**config.mk**
```make
export PLATFORM = sky130hd
export DESIGN_NAME = q_action_select
export DESIGN_NICKNAME = d
export VERILOG_FILES = /design/src/rtl/q_learn_pkg.sv /design/src/rtl/lfsr16.sv /design/src/rtl/q_action_select.sv
export SDC_FILE = /design/constraint.sdc
export NUM_CORES = 1
export LEC_CHECK = 0
export CORE_MARGIN = 4
export CORE_UTILIZATION = 45
export CTS_CLUSTER_SIZE = 12
export DETAILED_ROUTE_END_ITERATION = 10
export HOLD_SLACK_MARGIN = 0.08
export PLACE_DENSITY = 0.7
export SLEW_MARGIN = 0
export SYNTH_ARGS = -nofsm -noshare
export SYNTH_HDL_FRONTEND = slang
export SYNTH_HIERARCHICAL = 1
export SYNTH_SLANG_ARGS = --single-unit
```
**constraint.sdc**
```tcl
create_clock -name clk -period 3.2 [get_ports clk]
set_clock_uncertainty 0.1 [all_clocks]
set_input_delay 0.64 -clock clk [delete_from_list [all_inputs] [get_ports clk]]
set_output_delay 0.64 -clock clk [all_outputs]
set_load 0.01 [all_outputs]
```
**src/rtl/q_learn_pkg.sv**
```systemverilog
// Shared Q-learning types and constants: Q16.16 values, maze state/action indices, LFSR step.
package q_learn_pkg;

    localparam int unsigned Q_W         = 32;
    localparam int unsigned Q_FRAC      = 16;
    localparam int unsigned NUM_STATES  = 37;
    localparam int unsigned NUM_ACTIONS = 4;
    localparam int unsigned STATE_W     = 6;
    localparam int unsigned ACT_W       = 3;
    localparam int unsigned IDX_W       = 2;
    localparam int unsigned LFSR_W      = 16;

    localparam logic [LFSR_W-1:0] LFSR_TAPS = 16'hB400;

    typedef logic signed [Q_W-1:0] q_t;
    typedef logic [STATE_W-1:0]    state_t;
    typedef logic [ACT_W-1:0]      action_t;

    typedef enum logic [1:0] {
        S_IDLE,
        S_SCAN,
        S_DRAIN,
        S_DECIDE
    } sel_state_e;

    // One step of the right-shifting Galois LFSR.
    function automatic logic [LFSR_W-1:0] lfsr_step(input logic [LFSR_W-1:0] v);
        return v[0] ? ((v >> 1) ^ LFSR_TAPS) : (v >> 1);
    endfunction

endpackage

```
**src/rtl/lfsr16.sv**
```systemverilog
// Free-running 16-bit Galois LFSR; a zero seed is replaced by 1 so the sequence never locks up.
module lfsr16
    import q_learn_pkg::*;
(
    input  logic              clk,
    input  logic              rst,
    input  logic [LFSR_W-1:0] seed,
    output logic [LFSR_W-1:0] q
);

    logic [LFSR_W-1:0] seed_safe;

    assign seed_safe = (seed == '0) ? LFSR_W'(1) : seed;

    always_ff @(posedge clk) begin
        if (rst) begin
            q <= seed_safe;
        end else begin
            q <= lfsr_step(q);
        end
    end

endmodule

```
**src/rtl/q_action_select.sv**
```systemverilog
// Scans the four Q-table entries of one maze state and returns max Q, greedy action
// and the epsilon-greedy chosen action.
module q_action_select
    import q_learn_pkg::*;
#(
    parameter logic [7:0]        EPSILON   = 8'd26,
    parameter logic [LFSR_W-1:0] LFSR_SEED = 16'hACE1
) (
    input  logic    clk,
    input  logic    rst,
    input  logic    start,
    input  state_t  state_in,
    input  logic    explore_en,
    output logic    rd_en,
    output state_t  rd_state,
    output action_t rd_action,
    input  q_t      rd_data,
    output logic    busy,
    output logic    out_valid,
    output q_t      max_q,
    output action_t best_action,
    output action_t chosen_action,
    output logic    explored,
    output logic    err
);

    localparam logic [IDX_W-1:0] LAST_IDX = IDX_W'(NUM_ACTIONS - 1);

    sel_state_e        state_q, state_d;
    logic [IDX_W-1:0]  idx_q, idx_d, ridx_q, run_best_q, run_best_d;
    state_t            st_q, st_d;
    logic              expl_q, expl_d, bad_q, bad_d;
    logic              rd_en_q, rd_en_d, rv_q;
    logic              busy_q, busy_d, out_valid_q, out_valid_d;
    q_t                run_max_q, run_max_d, max_q_q, max_q_d;
    action_t           best_q, best_d, chosen_q, chosen_d;
    logic              explored_q, explored_d, err_q, err_d;
    logic [LFSR_W-1:0] lfsr;
    logic              out_of_range;
    logic              unused_lfsr_hi;

    lfsr16 u_lfsr (
        .clk  (clk),
        .rst  (rst),
        .seed (LFSR_SEED),
        .q    (lfsr)
    );

    assign unused_lfsr_hi = ^lfsr[LFSR_W-1:10];
    assign out_of_range   = (state_in >= STATE_W'(NUM_STATES));

    always_ff @(posedge clk) begin
        if (rst) begin
            state_q <= S_IDLE;
        end else begin
            state_q <= state_d;
        end
    end

    always_comb begin
        state_d = state_q;
        case (state_q)
            S_IDLE:   if (start) state_d = out_of_range ? S_DECIDE : S_SCAN;
            S_SCAN:   if (idx_q == LAST_IDX) state_d = S_DRAIN;
            S_DRAIN:  state_d = S_DECIDE;
            S_DECIDE: state_d = S_IDLE;
            default:  state_d = S_IDLE;
        endcase
    end

    always_comb begin
        idx_d       = idx_q;
        st_d        = st_q;
        expl_d      = expl_q;
        bad_d       = bad_q;
        rd_en_d     = 1'b0;
        busy_d      = busy_q;
        run_max_d   = run_max_q;
        run_best_d  = run_best_q;
        out_valid_d = 1'b0;
        max_q_d     = max_q_q;
        best_d      = best_q;
        chosen_d    = chosen_q;
        explored_d  = explored_q;
        err_d       = err_q;
        case (state_q)
            S_IDLE: begin
                if (start) begin
                    st_d       = state_in;
                    expl_d     = explore_en;
                    bad_d      = out_of_range;
                    busy_d     = 1'b1;
                    run_max_d  = '0;
                    run_best_d = '0;
                    idx_d      = '0;
                    rd_en_d    = !out_of_range;
                end
            end
            S_SCAN: begin
                idx_d   = IDX_W'(idx_q + 1'b1);
                rd_en_d = (idx_q != LAST_IDX);
            end
            S_DECIDE: begin
                out_valid_d = 1'b1;
                busy_d      = 1'b0;
                err_d       = bad_q;
                if (bad_q) begin
                    max_q_d    = '0;
                    best_d     = '0;
                    chosen_d   = '0;
                    explored_d = 1'b0;
                end else begin
                    max_q_d = run_max_q;
                    best_d  = action_t'(run_best_q);
                    if (expl_q && (lfsr[7:0] < EPSILON)) begin
                        chosen_d   = action_t'(lfsr[9:8]);
                        explored_d = 1'b1;
                    end else begin
                        chosen_d   = action_t'(run_best_q);
                        explored_d = 1'b0;
                    end
                end
            end
            default: ;
        endcase
        // Returning read data: first entry seeds the max, later ones must strictly beat it.
        if (rv_q && ((ridx_q == '0) || ($signed(rd_data) > $signed(run_max_q)))) begin
            run_max_d  = rd_data;
            run_best_d = ridx_q;
        end
    end

    always_ff @(posedge clk) begin
        if (rst) begin
            idx_q       <= '0;
            ridx_q      <= '0;
            st_q        <= '0;
            expl_q      <= 1'b0;
            bad_q       <= 1'b0;
            rd_en_q     <= 1'b0;
            rv_q        <= 1'b0;
            busy_q      <= 1'b0;
            run_max_q   <= '0;
            run_best_q  <= '0;
            out_valid_q <= 1'b0;
            max_q_q     <= '0;
            best_q      <= '0;
            chosen_q    <= '0;
            explored_q  <= 1'b0;
            err_q       <= 1'b0;
        end else begin
            idx_q       <= idx_d;
            ridx_q      <= idx_q;
            st_q        <= st_d;
            expl_q      <= expl_d;
            bad_q       <= bad_d;
            rd_en_q     <= rd_en_d;
            rv_q        <= rd_en_q;
            busy_q      <= busy_d;
            run_max_q   <= run_max_d;
            run_best_q  <= run_best_d;
            out_valid_q <= out_valid_d;
            max_q_q     <= max_q_d;
            best_q      <= best_d;
            chosen_q    <= chosen_d;
            explored_q  <= explored_d;
            err_q       <= err_d;
        end
    end

    assign rd_en         = rd_en_q;
    assign rd_state      = st_q;
    assign rd_action     = action_t'(idx_q);
    assign busy          = busy_q;
    assign out_valid     = out_valid_q;
    assign max_q         = max_q_q;
    assign best_action   = best_q;
    assign chosen_action = chosen_q;
    assign explored      = explored_q;
    assign err           = err_q;

endmodule
```
==> results of run 1 <==
[logic make-up (layout without fill, tap and decap cells)]
group / after synthesis / in the layout
other: 2 / 35
AND/OR/NAND/NOR: 224 / 224
adder cells (fa/ha/maj): 37 / 37
XOR/XNOR: 3 / 3
flip-flops: 106 / 106
buffers and inverters: 77 / 166
multiplexers: 47 / 47
AO/OA/AOI/OAI: 93 / 93
[layout make-up]
class	count	share of cell area, %
clock buffer	10	3.441
inverter	39	2.200
tap	143	2.688
multi-input combinational	439	43.17
timing repair buffer	112	16.13
sequential	106	31.89
clock inverter	5	0.4888
[registers in the layout (all words and copies together), names as in the netlist, 2 cells and up]
signal         cells
ridx_q             2
run_max_q         32
state_q            2
u_lfsr/q          16
chosen_action      2
idx_q              2
run_best_q         2
best_action        2
rd_state           6
max_q             32
[worst max-delay path: cells and delay by family]
kind	cells	cell delay (ns)
AOI/OAI and AO/OA	2	0.38
adders and majority gates	1	0.32
buffers and inverters	2	0.66
muxes	1	0.21
and+or+nand+nor	4	0.97
[worst min path at each step]
stage                       from      endpoint
global placement    u_lfsr/q[12]  u_lfsr/q[11]
floorplan           u_lfsr/q[10]   u_lfsr/q[9]
finish              u_lfsr/q[12]  u_lfsr/q[11]
detailed placement  u_lfsr/q[12]  u_lfsr/q[11]
global route        u_lfsr/q[12]  u_lfsr/q[11]
CTS                 u_lfsr/q[12]  u_lfsr/q[11]
[layer usage]
metal  wire length (µm)  GRT usage, %  vias up  part of all wire, %
li1                   -             -     2201                    -
met4                184         5.800        0                  1.5
met5                  0             0        -                    0
met2               5868         32.14       89                   48
met1               5563         22.87     2069                   46
met3                547         4.178       18                  4.5
[cell usage after synthesis, drive strengths merged (2+ instances only)]
cell     instances  area share (%)
a21oi           63             6.1
a31oi            2            0.24
and2             2            0.24
and4             2            0.36
buf             12             2.2
clkbuf          26             1.9
conb             2            0.14
dfxtp          106              41
ha              37             8.9
inv             39             2.8
mux2            14             3.0
mux2i           33             6.3
nand2           65             4.7
nand2b          32             3.8
nand3           37             3.5
nand3b          29             4.2
nand4            8             1.1
nor2            22             1.6
nor2b           16             1.9
nor3             2            0.19
nor4             6             1.5
o2111ai          2            0.33
o211ai           3            0.53
o21ai           12             1.1
o41ai            2            0.33
xnor2            3            0.50
[per-stage QoR]
stage	utilization [%]	worst slack, ns
after floorplan	-	0.4671
after global placement	55.99	-0.05500
after detailed placement	55.99	-0.1603
after CTS	58.28	0.1759
after global routing	58.28	0.03957
final	58.28	0.1756
[power by group]
| part | internal, µW | total (µW) | switching (µW) |
|---|---|---|---|
| logic | 418 | 909 | 491 |
| registers | 1440 | 1530 | 90.0 |
| clock network | 521 | 1000 | 484 |
| total | 2380 | 3450 | 1060 |
==> results.cfg, run 1 <==
[status]
status = finished, final reports clean

[drt]
drt_iter0_drc = 270
detail_route.wirelength_um = 12160
routed-via-count = 4377
drt_first_pass_iters = 4
detail_route.drc_violations = 0
detail-route-antenna-nets = 0
route.detailed.wl_per_inst_um = 14.24
viasPerCell = 5.125

[layout]
net_count_final = 786
ff_latch_area_um2 = 2122
post_layout_nonfiller_instances = 854
final_cell_mix = 106 x sky130_fd_sc_hd__dfxtp_1, 89 x sky130_fd_sc_hd__clkdlybuf4s50_1, 65 x sky130_fd_sc_hd__nand2_1
layout_commonest_cell = sky130_fd_sc_hd__dfxtp_1
layout-drive-gt1-share_pct = 8.017
filler_cell_count = 1028
multi_input_gate_area_in_the_final_layout_um2 = 2873
area_growth_pct = 27.25
finish.instance_area_um2 = 6655
num_antenna_cells = 0

[grt]
grt_start_max_net_pins = 77
initial_antenna_violation_count = 0
first_global_vias = 4356
grt_pass1_wl_um = 20220
gr-total-overflow = 0
grtUsageTotal_pct = 18.52

[logic_synthesis]
syn_avg_cell_area_um2 = 8.879
ys_seq_area_share_pct = 40.57
syn_inst = 589
synth.mux.area_fraction_pct = 9.330
synth-compound-area-share_pct = 10.12
synth-edff-count = 0
synth_top_family_by_area = simple AND/OR/NAND/NOR gates
synth_seq_cells = 106
synthesis.area_um2 = 5230
synth_xor_area_share_pct = 0.5024
synth-warning-count = 6
synth_top_flop_cell = sky130_fd_sc_hd__dfxtp_1
yosys.area_share.adder_pct = 8.852
ys_types = 51
synth_simple_gate_area_share_pct = 23.56
async_reset_ff_share_pct = 0

[timing]
worst_hold_slack_ns = 0.3418
setup_viol = 0
drv_slew = 0
grt_setup_unrepaired = false
slew-limit-headroom_pct = 45.38
setup-tns-final_ns = 0
period_minus_slack_ns = 3.024
f_max_mhz = 330.6
final.period_utilization_pct = 94.51
worst-slew-pin-transition_ns = 0.8193
finalHoldViolCount = 0

[die]
die_height_um = 115.8
initial_utilization_pct = 45.80
die-area_um2 = 13410
floorplan.rows = 39
fp.dieW_um = 115.8
io-pin-count = 94
placeableCoreArea_um2 = 11420

[clock_network]
cts.htree.levels = 3
post_cts_resize_count = 0
cts.sink_count = 106
clock-root-buffer = sky130_fd_sc_hd__clkbuf_16
clock_tree.buffer_depth = 2
number_of_buffers_created_by_cts = 9
clock_latency_ns = 0.34
postCtsSetupRepairBufs = 0
clkTransAtPathRegs_ns = 0.07
cts_tree = yes
ctsHoldBuffers = 0

[setup_path]
worstPathMaxFanout = 8
crit_path_max_incr_delay_ns = 0.47
worst_path_arrival_time_ns = 3.19
critical_path.cell_chain = clkdlybuf4s50_1, ha_1, and4_1, or4b_1, nor2_1, a21boi_0, nand3_1, o211a_2, buf_4, mux2i_1
timing.reg2reg.worst_path_depth = 10
reg2reg_from = run_max_q[11]
worst-setup-path-type = in -> reg
timing.critical_path.required_ns = 3.36
ff2ff_setup_slack_ns = 0.53
start_kind = input pin
regToRegEndpoint = run_max_q[25]
crit_slowest_cell = sky130_fd_sc_hd__or4b_1
endpoint_kind = register
critical_path.startpoint = rd_data[10]
setup.worst_path.end = run_max_q[25]

[power]
p_leak_uw = 0.002657
peak_vdd_ir_uv = 309.1
power_uw = 3447
p_per_area_nw_per_um2 = 517.9

[placement]
port_buffers = 90
gp_routability_congestion = 0.8508
placement.cell_area_um2 = 6394
numPlacedInstances = 839
dp_hpwl_um = 8587

[run]
maxCapViolCount = 0

[worst_hold_path]
holdCritPathClass = reg -> reg
hold_path_depth = 1
Power figures use the tool's default switching activity.
==> inputs of run 2 (changes only) <==
--- a/config.mk
+++ b/config.mk
@@ -7,11 +7,10 @@
 export LEC_CHECK = 0
 export CORE_MARGIN = 4
 export CORE_UTILIZATION = 45
-export CTS_CLUSTER_SIZE = 12
+export CTS_CLUSTER_SIZE = 10
 export DETAILED_ROUTE_END_ITERATION = 10
 export HOLD_SLACK_MARGIN = 0.08
 export PLACE_DENSITY = 0.7
-export SLEW_MARGIN = 0
 export SYNTH_ARGS = -nofsm -noshare
 export SYNTH_HDL_FRONTEND = slang
 export SYNTH_HIERARCHICAL = 1
==> results of run 2 <==
Same layout as run 1: the final DEF is identical, and so are final timing and power.
